===== src/rtl/diff_arbiter.sv =====
// diff_arbiter: round-robin sequencer in front of one shared 24-bit subtractor.
// Define DIFF_ARB_SAT_EN to clamp underflowing results to zero (borrow still reported).

module diff_24bit (
    input  logic [23:0] a,
    input  logic [23:0] b,
    output logic [23:0] diff,
    output logic        borrow
);
    always_comb begin
        {borrow, diff} = {1'b0, a} - {1'b0, b};
    end
endmodule

module diff_arbiter #(
    parameter int NUM_REQ = 4,
    parameter int WIDTH   = 24,
    parameter int ID_W    = $clog2(NUM_REQ)
) (
    input  logic                     clk,
    input  logic                     rst_n,
    input  logic [NUM_REQ-1:0]       req_valid,
    output logic [NUM_REQ-1:0]       req_ready,
    input  logic [NUM_REQ*WIDTH-1:0] req_a,
    input  logic [NUM_REQ*WIDTH-1:0] req_b,
    output logic                     resp_valid,
    input  logic                     resp_ready,
    output logic [WIDTH-1:0]         resp_diff,
    output logic                     resp_borrow,
    output logic [ID_W-1:0]          resp_id
);
    typedef enum logic [1:0] {IDLE, CALC, RESP} state_t;

    state_t           state_q, state_d;
    logic [ID_W-1:0]  ptr_q, ptr_d;
    logic [ID_W-1:0]  gnt_id_q, gnt_id_d;
    logic [WIDTH-1:0] op_a_q, op_a_d;
    logic [WIDTH-1:0] op_b_q, op_b_d;
    logic             resp_valid_q, resp_valid_d;
    logic [WIDTH-1:0] resp_diff_q, resp_diff_d;
    logic             resp_borrow_q, resp_borrow_d;
    logic [ID_W-1:0]  resp_id_q, resp_id_d;

    logic [WIDTH-1:0] a_arr [NUM_REQ];
    logic [WIDTH-1:0] b_arr [NUM_REQ];
    logic             gnt_found;
    logic [ID_W-1:0]  gnt_idx;
    logic [ID_W-1:0]  cand;
    logic [NUM_REQ-1:0] ready_oh;
    logic [23:0]      sub_diff;
    logic             sub_borrow;

    for (genvar g = 0; g < NUM_REQ; g++) begin : g_unpack
        assign a_arr[g] = req_a[g*WIDTH +: WIDTH];
        assign b_arr[g] = req_b[g*WIDTH +: WIDTH];
    end

    diff_24bit u_sub (
        .a      (op_a_q),
        .b      (op_b_q),
        .diff   (sub_diff),
        .borrow (sub_borrow)
    );

    // Search starts one past the last winner so the previous grantee goes last.
    always_comb begin
        gnt_found = 1'b0;
        gnt_idx   = '0;
        cand      = '0;
        for (int unsigned k = 1; k <= NUM_REQ; k++) begin
            cand = ID_W'((32'(ptr_q) + k) % NUM_REQ);
            if (!gnt_found && req_valid[cand]) begin
                gnt_found = 1'b1;
                gnt_idx   = cand;
            end
        end
    end

    always_comb begin
        ready_oh = '0;
        if (rst_n && state_q == IDLE && gnt_found) begin
            ready_oh[gnt_idx] = 1'b1;
        end
    end

    always_comb begin
        state_d       = state_q;
        ptr_d         = ptr_q;
        gnt_id_d      = gnt_id_q;
        op_a_d        = op_a_q;
        op_b_d        = op_b_q;
        resp_valid_d  = resp_valid_q;
        resp_diff_d   = resp_diff_q;
        resp_borrow_d = resp_borrow_q;
        resp_id_d     = resp_id_q;
        unique case (state_q)
            IDLE: begin
                if (gnt_found) begin
                    op_a_d   = a_arr[gnt_idx];
                    op_b_d   = b_arr[gnt_idx];
                    gnt_id_d = gnt_idx;
                    ptr_d    = gnt_idx;
                    state_d  = CALC;
                end
            end
            CALC: begin
`ifdef DIFF_ARB_SAT_EN
                resp_diff_d = sub_borrow ? '0 : sub_diff;
`else
                resp_diff_d = sub_diff;
`endif
                resp_borrow_d = sub_borrow;
                resp_id_d     = gnt_id_q;
                resp_valid_d  = 1'b1;
                state_d       = RESP;
            end
            RESP: begin
                if (resp_ready) begin
                    resp_valid_d = 1'b0;
                    state_d      = IDLE;
                end
            end
            default: state_d = IDLE;
        endcase
    end

    always_ff @(posedge clk or negedge rst_n) begin
        if (!rst_n) begin
            state_q       <= IDLE;
            ptr_q         <= ID_W'(NUM_REQ - 1);
            gnt_id_q      <= '0;
            op_a_q        <= '0;
            op_b_q        <= '0;
            resp_valid_q  <= 1'b0;
            resp_diff_q   <= '0;
            resp_borrow_q <= 1'b0;
            resp_id_q     <= '0;
        end else begin
            state_q       <= state_d;
            ptr_q         <= ptr_d;
            gnt_id_q      <= gnt_id_d;
            op_a_q        <= op_a_d;
            op_b_q        <= op_b_d;
            resp_valid_q  <= resp_valid_d;
            resp_diff_q   <= resp_diff_d;
            resp_borrow_q <= resp_borrow_d;
            resp_id_q     <= resp_id_d;
        end
    end

    assign req_ready   = ready_oh;
    assign resp_valid  = resp_valid_q;
    assign resp_diff   = resp_diff_q;
    assign resp_borrow = resp_borrow_q;
    assign resp_id     = resp_id_q;
endmodule


===== config.mk =====
export PLATFORM = sky130hd
export DESIGN_NAME = diff_arbiter
export DESIGN_NICKNAME = d
export VERILOG_FILES = /design/src/rtl/diff_arbiter.sv
export SDC_FILE = /design/constraint.sdc
export NUM_CORES = 1
export LEC_CHECK = 0
export BUFFER_PORTS_ARGS = -buffer_cell sky130_fd_sc_hd__buf_2
export CORE_UTILIZATION = 46
export DETAILED_ROUTE_END_ITERATION = 10
export PLACE_DENSITY_LB_ADDON = 0.3
export SLEW_MARGIN = 30
export SYNTH_ARGS = -nofsm -noshare
export SYNTH_HDL_FRONTEND = slang
export SYNTH_SLANG_ARGS = --single-unit

===== constraint.sdc =====
create_clock -name clk -period 2.2 [get_ports clk]
set_clock_uncertainty 0.1 [all_clocks]
set_input_delay 0.33 -clock clk [delete_from_list [all_inputs] [get_ports clk]]
set_output_delay 0.33 -clock clk [all_outputs]
set_load 0.01 [all_outputs]

# After elaboration in Yosys (flattened, before gate mapping)
# Cells that the tools add are included.
# W data, S select, Z words.
[word_totals]
register_bits = 82
inputBits = 199
wordCells = 70
[op_classes]
n_addsub = 5
n_lt_le_gt_ge = 7
n_eq_ne = 4
n_mux = 30
n_bitwise = 1
n_reduce_logical = 14
[op_table]
columns = ["operator", "n"]
rows = [
  ["$bmux W24 S2", 2],
  ["$mux W24", 4],
  ["$sub A24 B24 Y25", 1],
  ["$lt A2 B3 Y1 const B", 5],
  ["$mux W2", 6],
  ["$mux W1", 10],
  ["$bmux W1 S2", 4],
  ["$logic_and A1 B1 Y1", 6],
  ["$pmux W2 S3", 1],
  ["$reduce_and A2 Y1", 3],
  ["$add A2 B1 Y2 const B", 2],
  ["$add A2 B2 Y2 const B", 2],
  ["$mux W4", 1],
  ["$ne A2 B2 Y1 const B", 2],
  ["$ge A3 B3 Y1 const B", 1],
  ["$logic_not A1 Y1", 3],
  ["$not A2 Y3", 1],
  ["$demux W1 S2", 1],
  ["$eq A2 B1 Y1 const B", 1],
  ["$eq A2 B2 Y1 const B", 1],
  ["$ge A2 B1 Y1 const B", 1],
  ["$logic_not A2 Y1", 1],
  ["$pmux W1 S2", 1],
  ["$reduce_bool A2 Y1", 1],
]

# Longest topological paths before layout
[logic_depth]
word_depth = 18
depth_mapped = 9

# Hierarchy
# From an unflattened synthesis, not the netlist that was laid out.
[hier_totals]
cells_unflattened = 627
area_unflattened_um2 = 5700.5
[by_module_without_submodules]
columns = ["module", "instances", "cells_per_inst", "area_each_um2", "seq_area_each_um2"]
rows = [
  ["diff_arbiter", 1, 435, 4425.5, 2054.5],
  ["diff_24bit", 1, 192, 1275.0, 0.0],
]

# Least setup slack after synthesis
# OpenSTA, ideal clock, no wires.
[synth_timing]
path_kind = "register to register"
startpoint = "register op_a_q[0]"
endpoint = "register resp_diff_q[22] (netlist: resp_diff[22])"
arrival_ps = 2093
setup_slack_ps = -124
stages_incl_launch_ff = 10
n_path_buf = 0
synth_period_minus_slack_ps = 2324
cell_sequence = "dfrtp_1 > inv_1 > ha_1 > fa_1 > nor2b_1 > o31ai_4 > a21oi_2 > o211ai_1 > and4_1 > or3_1"
[synth_via]
elab_chain_cells = 1
[synth_lines]
columns = ["element", "line", "text"]
rows = [
  ["from (decl)", "37", "logic [WIDTH-1:0] op_a_q, op_a_d;"],
  ["from (signal assigned)", "142", "op_a_q <= op_a_d;"],
  ["$sub A24 B24 Y25", "11", "{borrow, diff} = {1'b0, a} - {1'b0, b};"],
  ["to (signal assigned)", "145", "resp_diff_q <= resp_diff_d;"],
  ["to (decl)", "40", "logic [WIDTH-1:0] resp_diff_q, resp_diff_d;"],
]
# Every way passes these cells.
# A chain may end at the register's enable or synchronous reset.

# Final worst setup path
[layout_timing]
startpoint = "register op_a_q[0]"
endpoint = "register resp_diff_q[20] (netlist: resp_diff[20])"
# Same word-level chain as after synthesis.

==> impl_metrics.csv <==
group,metric,value,unit
yosys,ys_ff_latch,82,
timing,hold_viol_final,0,
yosys,synthCells,608,
detailed_routing,ant_nets,0,
detailed_routing,wl_per_cell,17.7,microns
yosys,synth_ff_type,"dfrtp_1",
die,dieArea,13900,sq um
detailed_routing,finalWirelength,19200,microns
die,start_util,48.0,%
clock_network,root_buffer,"clkbuf_16",
place,gp_congestion,0.876,
clock_network,insertion_delay,0.34,ns
yosys,synth.most_common_cell,"mux2i_1",
place,port-buffer-count,230,
timing,fin_hold_ws,0.144,ns
global_routing,grt.total_usage,25.7,%
yosys,synth_warnings,0,
power_and_ir_drop,vdd_drop_max,0.000759,V
critical_path,worstReg2RegEnd,"resp_diff[20]",
critical_path,cpPeakStageDelay,0.57,ns
critical_path,r2r_cells,9,
worst_hold_path,min_from,"resp_ready",
clock_network,tritoncts,"done",
yosys,yosysUniqueCellTypes,52,
worst_hold_path,whs_path_depth,4,
yosys,avgSynthCellArea,10.1,sq um
critical_path,worstPathArrival,2.45,ns
global_routing,grt_pass1_wl,28400,microns
timing,min_period,2.34,ns
yosys,synth_area,6160,sq um
finish,fillers,938,
yosys,synth_top_area_share,32.5,%
critical_path,critPathSlowestCell,"or4_4",
place,placed_area,7870,sq um
clock_network,clk_pin_slew,0.06,ns
critical_path,reg2reg_from,"op_a_q[0]",
timing,min_period_over_period,106,%
critical_path,cp_cell_sequence,"inv_1 -> ha_2 -> fa_2 -> nor2b_4 -> o31ai_4 -> a211oi_2 -> or4_4 -> nand3_2 -> o211ai_1",
global_routing,grt_use_met3,2.57,%
yosys,synth_edf_count,0,
global_routing,grt_pass1_vias,5733,
die,num_rows,41,
critical_path,crit_required,2.31,ns
yosys,ys_top_cells_by_area,"dfrtp_1, mux2i_1, mux2_2",
timing,worstMarginPinSlew,0.647,ns
power_and_ir_drop,power,15.9,mW
critical_path,crit_path_end_kind,"register",
detailed_routing,dr.pass1.iters,4,
finish,area_delta_synth_final,48.9,%
detailed_routing,vias,5850,
timing,setup_ws,-0.140,ns
critical_path,worst_setup_path_start_kind,"register",
die,die-height,118,microns
power_and_ir_drop,p_leak,4.62,nW
timing,grt_setup_unrepaired,"yes",
worst_hold_path,hp-class,"in -> reg",
global_routing,antenna_found_initial,0,
global_routing,globalRouteOverflowTotal,0,
global_routing,use_met1,34.4,%
place,dp_hpwl,13800,microns
clock_network,cts_made_buffers,9,
yosys,ys_seq_area_share,33.4,%
detailed_routing,drtIter0Drc,289,
finish,nets,1129,
die,core,12800,sq um
status,status,"finished with violations",
global_routing,grt_start_max_net_pins,54,
timing,finalMaxSlewViolations,0,
yosys,yosys-top-cells-count,"mux2i_1, dfrtp_1, mux2_2",
clock_network,cts_sinks,82,
die,num_io_pins,231,
finish,drive_above_1_share,52.0,%
clock_network,clock_path_buffers,2,
place,dpl_worst_slack,-0.127,ns
finish,multi_input_area,4390,sq um
clock_network,htree_levels,3,
timing,setup_viol,40,
die,die_w,118,microns
status,violations,"setup timing",
worst_hold_path,whs_endpoint,"state_q[1]",
finish,post-route-util,71.5,%
yosys,syn_nets,832,
critical_path,worstSetupPathType,"reg -> reg",
critical_path,rrSetupSlack,-0.14,ns
yosys,yosys.area.top_type,"dfrtp_1",
finish,regArea,2050,sq um
global_routing,globalRouteMet2Util,44.2,%
finish,final_area,9170,sq um
timing,max_freq,0.427,GHz
timing,slew_headroom,56.8,%
detailed_routing,viasPerCell,5.41,
run,maxCapViolCount,0,
detailed_routing,drc,0,
power_and_ir_drop,power.density,1740,nW/um^2
yosys,synth-async-reset-ratio,100,%
finish,antennaDiodeCount,0,
critical_path,critPathMaxFanout,3,
global_routing,top_usage_layer,"met2",
[layout by cell type, fill, tap and decap left out, drive strengths merged, types with 3 or more instances in the layout]
cell	instances
o211ai	4
a211oi	7
and3	6
nand3	7
and2	3
nor2	18
nor3	7
or3	3
nand4	5
a31oi	3
inv	35
nand2b	3
nand2	47
o31ai	7
a21o	9
mux2i	148
buf	314
nor2b	5
mux2	52
xor2	5
ha	24
o2111ai	6
clkbuf	14
xnor2	7
dfrtp	80
a21oi	24
o21ai	31
o21a	7
[cell type report]
class	instances	share of cell area, %
clock buffer	11	2.54
clock inverter	5	0.601
inverter	35	1.43
multi-input combinational	459	47.8
sequential	82	22.4
tap	172	2.35
timing repair buffer	318	22.8
[per-layer routing]
| metal | routed length (microns) | part of all wire (%) |
|---|---|---|
| met5 | 0 | 0 |
| met4 | 344 | 1.8 |
| met3 | 835 | 4.4 |
| met2 | 9670 | 50 |
| met1 | 8330 | 43 |
[timing repair]
item	CTS	global route
pin swaps	15	23
hold endpoints to repair	36	0
hold buffers	1	0
resized for setup	29	142
setup endpoints to repair	53	61
gates cloned	2	4
buffers inserted	12	11
[flip-flops by register name, summed over array words and instances, names as in the netlist]
signal,count
resp_valid,1
op_a_q,24
ptr_q,2
op_b_q,24
resp_id,2
resp_diff,24
state_q,2
gnt_id_q,2
resp_borrow,1
[how the worst max path moves through the flow]
stage | startpoint | endpoint | cells past startpoint
detailed placement | op_b_q[0] | resp_diff[22] | 8
global route | op_b_q[0] | resp_diff[22] | 8
floorplan | op_a_q[0] | resp_diff[22] | 9
finish | op_a_q[0] | resp_diff[20] | 9
global placement | op_a_q[0] | resp_diff[18] | 9
CTS | op_b_q[0] | resp_diff[22] | 8
[cell families after synthesis]
family          count (synthesis)  share of synthesized area (%)
mux                           200                           33.6
compound gates                112                           12.2
simple gates                  109                           8.33
flops                          82                           33.4
buf+inv                        68                           5.65
fa+ha+maj                      25                           5.20
xor+xnor                       12                           1.71
[report_power, final]
group	internal, mW	total [mW]	switching [mW]
Clock	0.876	1.47	0.598
Sequential	2.34	2.91	0.564
Combinational	5.87	11.5	5.65
Total	9.09	15.9	6.81
[per-stage QoR]
step	instances	TNS (ns)
3_5_place_dp	1037	-1.91
6_report	1082	-1.88
4_1_cts	1068	-0.551
2_1_floorplan	608	0
3_3_place_gp	1037	-0.254
5_1_grt	1082	-4.39
[critical path, delay by kind of cell, from the launching register on]
family,cells,cell delay (ns)
and+or+nand+nor,3,0.71
AOI/OAI and AO/OA,3,0.51
adders and majority gates,2,0.43
DFF,1,0.38
buffers and inverters,1,0.07
Power figures use the tool's default switching activity.
